File: src/rtl/sdram_initiator.sv
// Bridges 16-bit CPU requests onto a 64-bit SDRAM line interface, with an optional
// single-line read buffer that serves hits locally and is kept coherent by write-through merges.
module sdram_initiator #(
  parameter int LINE_BUF_EN = 1
) (
  input  logic        clk_clk,
  input  logic        reset_reset,
  input  logic [17:0] cpu_address,
  input  logic        cpu_read,
  input  logic        cpu_write,
  input  logic [1:0]  cpu_byte_enable,
  input  logic [15:0] cpu_write_data,
  output logic        cpu_ready,
  output logic [15:0] cpu_read_data,
  output logic        cpu_read_valid,
  output logic        cpu_write_done,
  input  logic        flush,
  output logic [15:0] sdram_address,
  output logic [7:0]  sdram_byte_enable,
  output logic        sdram_read,
  output logic        sdram_write,
  output logic [63:0] sdram_write_data,
  input  logic        sdram_acknowledge,
  input  logic [63:0] sdram_read_data,
  output logic [1:0]  debug_state
);

  // Handshake: a request is taken on any rising edge where cpu_ready and (cpu_read or
  // cpu_write) are high; SDRAM strobes stay high until sdram_acknowledge is sampled high.
  typedef enum logic [1:0] {IDLE, RD_WAIT, WR_WAIT, RESP} state_t;

  localparam logic BUF_ON = (LINE_BUF_EN != 0);

  state_t      state;
  state_t      next_state;
  logic        accept_wr;
  logic        accept_rd;
  logic        hit;
  logic [1:0]  lane;
  logic [1:0]  lane_q;
  logic [63:0] buf_line;
  logic [15:0] buf_tag;
  logic        buf_valid;

  assign lane = cpu_address[1:0];

  always_comb begin
    cpu_ready      = (state == IDLE);
    accept_wr      = cpu_ready && cpu_write;
    accept_rd      = cpu_ready && cpu_read && !cpu_write;
    hit            = BUF_ON && buf_valid && (buf_tag == cpu_address[17:2]);
    sdram_read     = (state == RD_WAIT);
    sdram_write    = (state == WR_WAIT);
    cpu_read_valid = (state == RESP);
    debug_state    = state;
    next_state     = state;
    case (state)
      IDLE: begin
        if (accept_wr)      next_state = WR_WAIT;
        else if (accept_rd) next_state = hit ? RESP : RD_WAIT;
      end
      RD_WAIT: if (sdram_acknowledge) next_state = RESP;
      WR_WAIT: if (sdram_acknowledge) next_state = IDLE;
      RESP:    next_state = IDLE;
      default: next_state = IDLE;
    endcase
  end

  always_ff @(posedge clk_clk or posedge reset_reset) begin
    if (reset_reset) state <= IDLE;
    else             state <= next_state;
  end

  always_ff @(posedge clk_clk or posedge reset_reset) begin
    if (reset_reset) begin
      sdram_address     <= '0;
      sdram_byte_enable <= '0;
      sdram_write_data  <= '0;
      cpu_read_data     <= '0;
      cpu_write_done    <= 1'b0;
      lane_q            <= '0;
      buf_line          <= '0;
      buf_tag           <= '0;
      buf_valid         <= 1'b0;
    end else begin
      cpu_write_done <= 1'b0;
      case (state)
        IDLE: begin
          if (accept_wr) begin
            sdram_address     <= cpu_address[17:2];
            sdram_write_data  <= {4{cpu_write_data}};
            sdram_byte_enable <= 8'(cpu_byte_enable) << {lane, 1'b0};
          end else if (accept_rd) begin
            lane_q <= lane;
            if (hit) begin
              cpu_read_data <= buf_line[{lane, 4'b0000} +: 16];
            end else begin
              sdram_address     <= cpu_address[17:2];
              sdram_byte_enable <= 8'hFF;
            end
          end
        end
        RD_WAIT: begin
          if (sdram_acknowledge) begin
            cpu_read_data <= sdram_read_data[{lane_q, 4'b0000} +: 16];
            buf_line      <= sdram_read_data;
            buf_tag       <= sdram_address;
            buf_valid     <= BUF_ON;
          end
        end
        WR_WAIT: begin
          if (sdram_acknowledge) begin
            cpu_write_done <= 1'b1;
            // Write-through: keep the buffered copy identical to SDRAM.
            if (buf_valid && (buf_tag == sdram_address)) begin
              for (int i = 0; i < 8; i++) begin
                if (sdram_byte_enable[i]) buf_line[8*i +: 8] <= sdram_write_data[8*i +: 8];
              end
            end
          end
        end
        default: ;
      endcase
      // Placed last so an invalidate overrides a fill or merge in the same cycle.
      if (flush) buf_valid <= 1'b0;
    end
  end

endmodule

File: config.mk
export PLATFORM = sky130hd
export DESIGN_NAME = sdram_initiator
export DESIGN_NICKNAME = d
export VERILOG_FILES = /design/src/rtl/sdram_initiator.sv
export SDC_FILE = /design/constraint.sdc
export NUM_CORES = 1
export LEC_CHECK = 0
export ABC_AREA = 1
export CORE_MARGIN = 5
export CORE_UTILIZATION = 40
export DETAILED_ROUTE_END_ITERATION = 10
export HOLD_SLACK_MARGIN = 0.12
export PLACE_DENSITY = 0.68
export SYNTH_ARGS = -nofsm -noshare
export SYNTH_HDL_FRONTEND = slang
export SYNTH_SLANG_ARGS = --single-unit
File: constraint.sdc
create_clock -name clk_clk -period 6.4 [get_ports clk_clk]
set_input_delay 0.96 -clock clk_clk [delete_from_list [all_inputs] [get_ports clk_clk]]
set_output_delay 0.96 -clock clk_clk [all_outputs]
set_load 0.01 [all_outputs]
==> results by group <==
Status
  – Outcome: completed

Timing
  – Slew Limit Fails: 0
  – Relative slew slack: 0.232
  – Final Hold Viols: 0
  – Final period util: 0.541
  – Final setup vio count: 0
  – Worst slew pin tran: 1.15 ns
  – Clk_skew: 0.0108 ns
  – Setup TNS: 0 ns
  – Unrepaired setup endpoints after global routing: no
  – Max frequency: around 290 MHz
  – Min cycle time layout: approximately 3.5 ns

Power and ir drop
  – Switching power: 2.45 mW
  – Pwr dens: 510 nW/um2
  – Leak pwr: 5.26 nW
  – Sw frac: 0.442
  – Clock power share: 0.185
  – Total power: 5.54 mW
  – Worst IR Drop VDD: 0.307 mV
  – Comb power frac: 0.501
  – Relative contribution of sequential cells to total power: 0.313
  – Cell-internal power: roughly 3.1 mW

Clock network
  – CTS tree: yes
  – Cts hold-fix bufs: 0
  – Sink Count: about 140
  – Cts repair resizes: 0
  – CTS Buffer Depth: 2
  – Clock tree root buffer cell: clkbuf_16
  – H-tree levels: 4
  – Clk pin slew, worst setup/hold paths: 0.06 ns
  – Setup Fix Bufs, Post-CTS: 0
  – CTS buffer count: 17
  – Worst-Skew Late Latency: between 0.4 and 0.5 ns

Drt
  – Vias/cell: between 5 and 6
  – Antenna viol nets, final: 0
  – DRC: 0
  – DRT iter0 DRCs: 637
  – Via count: 8386
  – Routed WL: 28400 um
  – First-pass DRT Iterations: 5
  – Post-DR wirelength/cell: 17.9 um

Worst setup path
  – R2R depth: 9
  – CP max stage delay: between 0.6 and 0.7 ns
  – End of the worst register-to-register path: buf_line[48]
  – CP Capture Type: flop
  – Crit Path Category: flop to flop
  – CP required: 6.71 ns
  – WP data arrival: 3.77 ns
  – Cells along the critical path: inv_2 > nor2_4 > buf_4 > inv_2 > o21ai_4 > buf_4 > nand3_2 > nand2_1 > nand2_1
  – Crit. Startpoint: debug_state[1]
  – R2r setup slk: 2.93 ns
  – Worst-path fanout max: 48
  – Slowest cell on crit path: dfrtp_1
  – RR Startpoint: debug_state[1]
  – Crit path launch type: flop

Global routing
  – Total Routing Usage GR: 0.239
  – Global route overflow: 0
  – Largest net degree at the start of global routing: just over 80
  – Initial antenna violation count: 0
  – First-pass GRT wire length: 45400 um
  – Vias in the first global route: 8401

Hold path
  – Hold path depth: 2
  – Critical hold path startpoint: cpu_read_data[13]
  – Worst hold path type: flop to flop
  – Hold endpoint: cpu_read_data[13]

Logic synthesis
  – Cells after Synth: 1175
  – Netlist cell types: 30
  – Synth top area share: 0.425
  – Ys Warns: 0
  – Sequential fraction of the synthesis area: 0.425
  – Yosys reg bits: 142
  – Ranking of synthesized cells by area: dfrtp_1 43%, nand2_1 20%, o21ai_0 9.2%
  – Yosys top cell by area: dfrtp_1
  – Synthesized net count: 1281
  – Mapped Area: 8360 um2
  – Synth Area per Inst: 7.11 um2

Floorplanning
  – Area of the core: 20400 um2
  – Die span in x: 155 um
  – # rows: between 50 and 60
  – Die area: 23900 um2
  – Die Y-Extent: 155 um
  – Initial cell density of the core: 0.409
  – Num ports: 217

Place
  – GP Congestion: approximately 0.89
  – DPL Wire Length: roughly 20000 um
  – Cells after DPL: between 1.5k and 2k
  – Port buffer count: 216

Layout
  – Finished Layout Cells: 1588
  – Area delta synth->final: 29.9%
  – Nets: about 1.4k
  – Most common cell after layout, fill and taps aside: nand2_1
  – Layout cell share with drive strength beyond 1: 0.0516
  – Fin util: 0.531
  – Most frequent cells in the layout: 443 x nand2_1, 216 x clkdlybuf4s50_1, 154 x o21ai_0
  – Diode count: 0

Flow run
  – Max_cap viols: 0
## power by group through the flow
stage	registers [mW]	clock network, mW	logic (mW)
2_1_floorplan	1.66	0	1.79
3_3_place_gp	1.74	0	2.72
3_5_place_dp	1.74	0	2.76
4_1_cts	1.73	1.04	2.78
5_1_grt	1.80	1.08	3.10
6_report	1.73	1.03	2.78
## kinds of logic (layout without fill, tap and decap cells)
logic type | Yosys count | count (layout) | share of synthesized area
simple gates | 626 | 626 | 0.319
compound gates | 201 | 201 | 0.127
buf+inv | 195 | 338 | 0.118
flops | 142 | 142 | 0.425
xor+xnor | 11 | 11 | 0.0115
## worst max path at each step
stage | to | slack, ns | cells after the start
6_report | buf_line[48] | 2.93 | 9
5_1_grt | buf_line[30] | 2.66 | 9
3_3_place_gp | buf_line[38] | 3.03 | 7
4_1_cts | buf_line[26] | 2.98 | 9
2_1_floorplan | buf_line[0] | 1.63 | 1
3_5_place_dp | buf_line[26] | 2.93 | 7
## metrics by stage
stage | cell area (um2) | hold slack (ns) | setup slack [ns]
after global routing | 10900 | 0.484 | 2.66
after floorplan | 8360 | 0.437 | 1.63
after detailed placement | 10300 | 0.453 | 2.93
after CTS | 10900 | 0.468 | 2.98
final | 10900 | 0.468 | 2.93
after global placement | 10300 | 0.449 | 3.03
## Yosys cell counts
cell type    n
nand2_4      1
xnor2_1     10
nand2_2      5
or2_1        1
inv_2        8
buf_6        1
o21ai_0    154
nand4_1     67
o32ai_1      1
inv_1       73
buf_4       58
nand3_1     21
nor2_8       1
dfrtp_1    142
xor2_1       1
o21ai_1      2
o21ai_4      1
o22ai_1     16
nand2_1    443
buf_1        2
o21a_1       8
or2_0        6
nor2_4       1
buf_2       23
nand3_2      8
clkinv_1     1
a21oi_1     19
nor2_1      69
clkbuf_1    29
nor2_2       3
## metal layers
layer / part of all wire / track usage
met5: 0 / 0
met4: 0.026 / 0.0774
met3: 0.077 / 0.0604
met2: 0.47 / 0.375
met1: 0.43 / 0.325
## area by class of cell
cell class                 count  area [um2]
sequential                   142        3550
tap                          270         338
multi-input combinational    838        3820
clock inverter                13         163
fill                        2001        9570
clock buffer                  19         443
timing repair buffer         224        2220
inverter                      82         313
## flip-flops by register name, summed over array words and instances (netlist names)
signal,count
sdram_write_data,16
buf_valid,1
sdram_byte_enable,8
cpu_read_data,16
lane_q,2
sdram_address,16
cpu_write_done,1
buf_tag,16
buf_line,64
debug_state,2
## critical path: cells and delay by family, from the launching register on
family	cells	cell delay [ns]
compound gates	1	0.57
simple gates	4	0.62
flops	1	0.62
buf+inv	4	1.52
No activity file was read; power rests on OpenSTA's default activity.
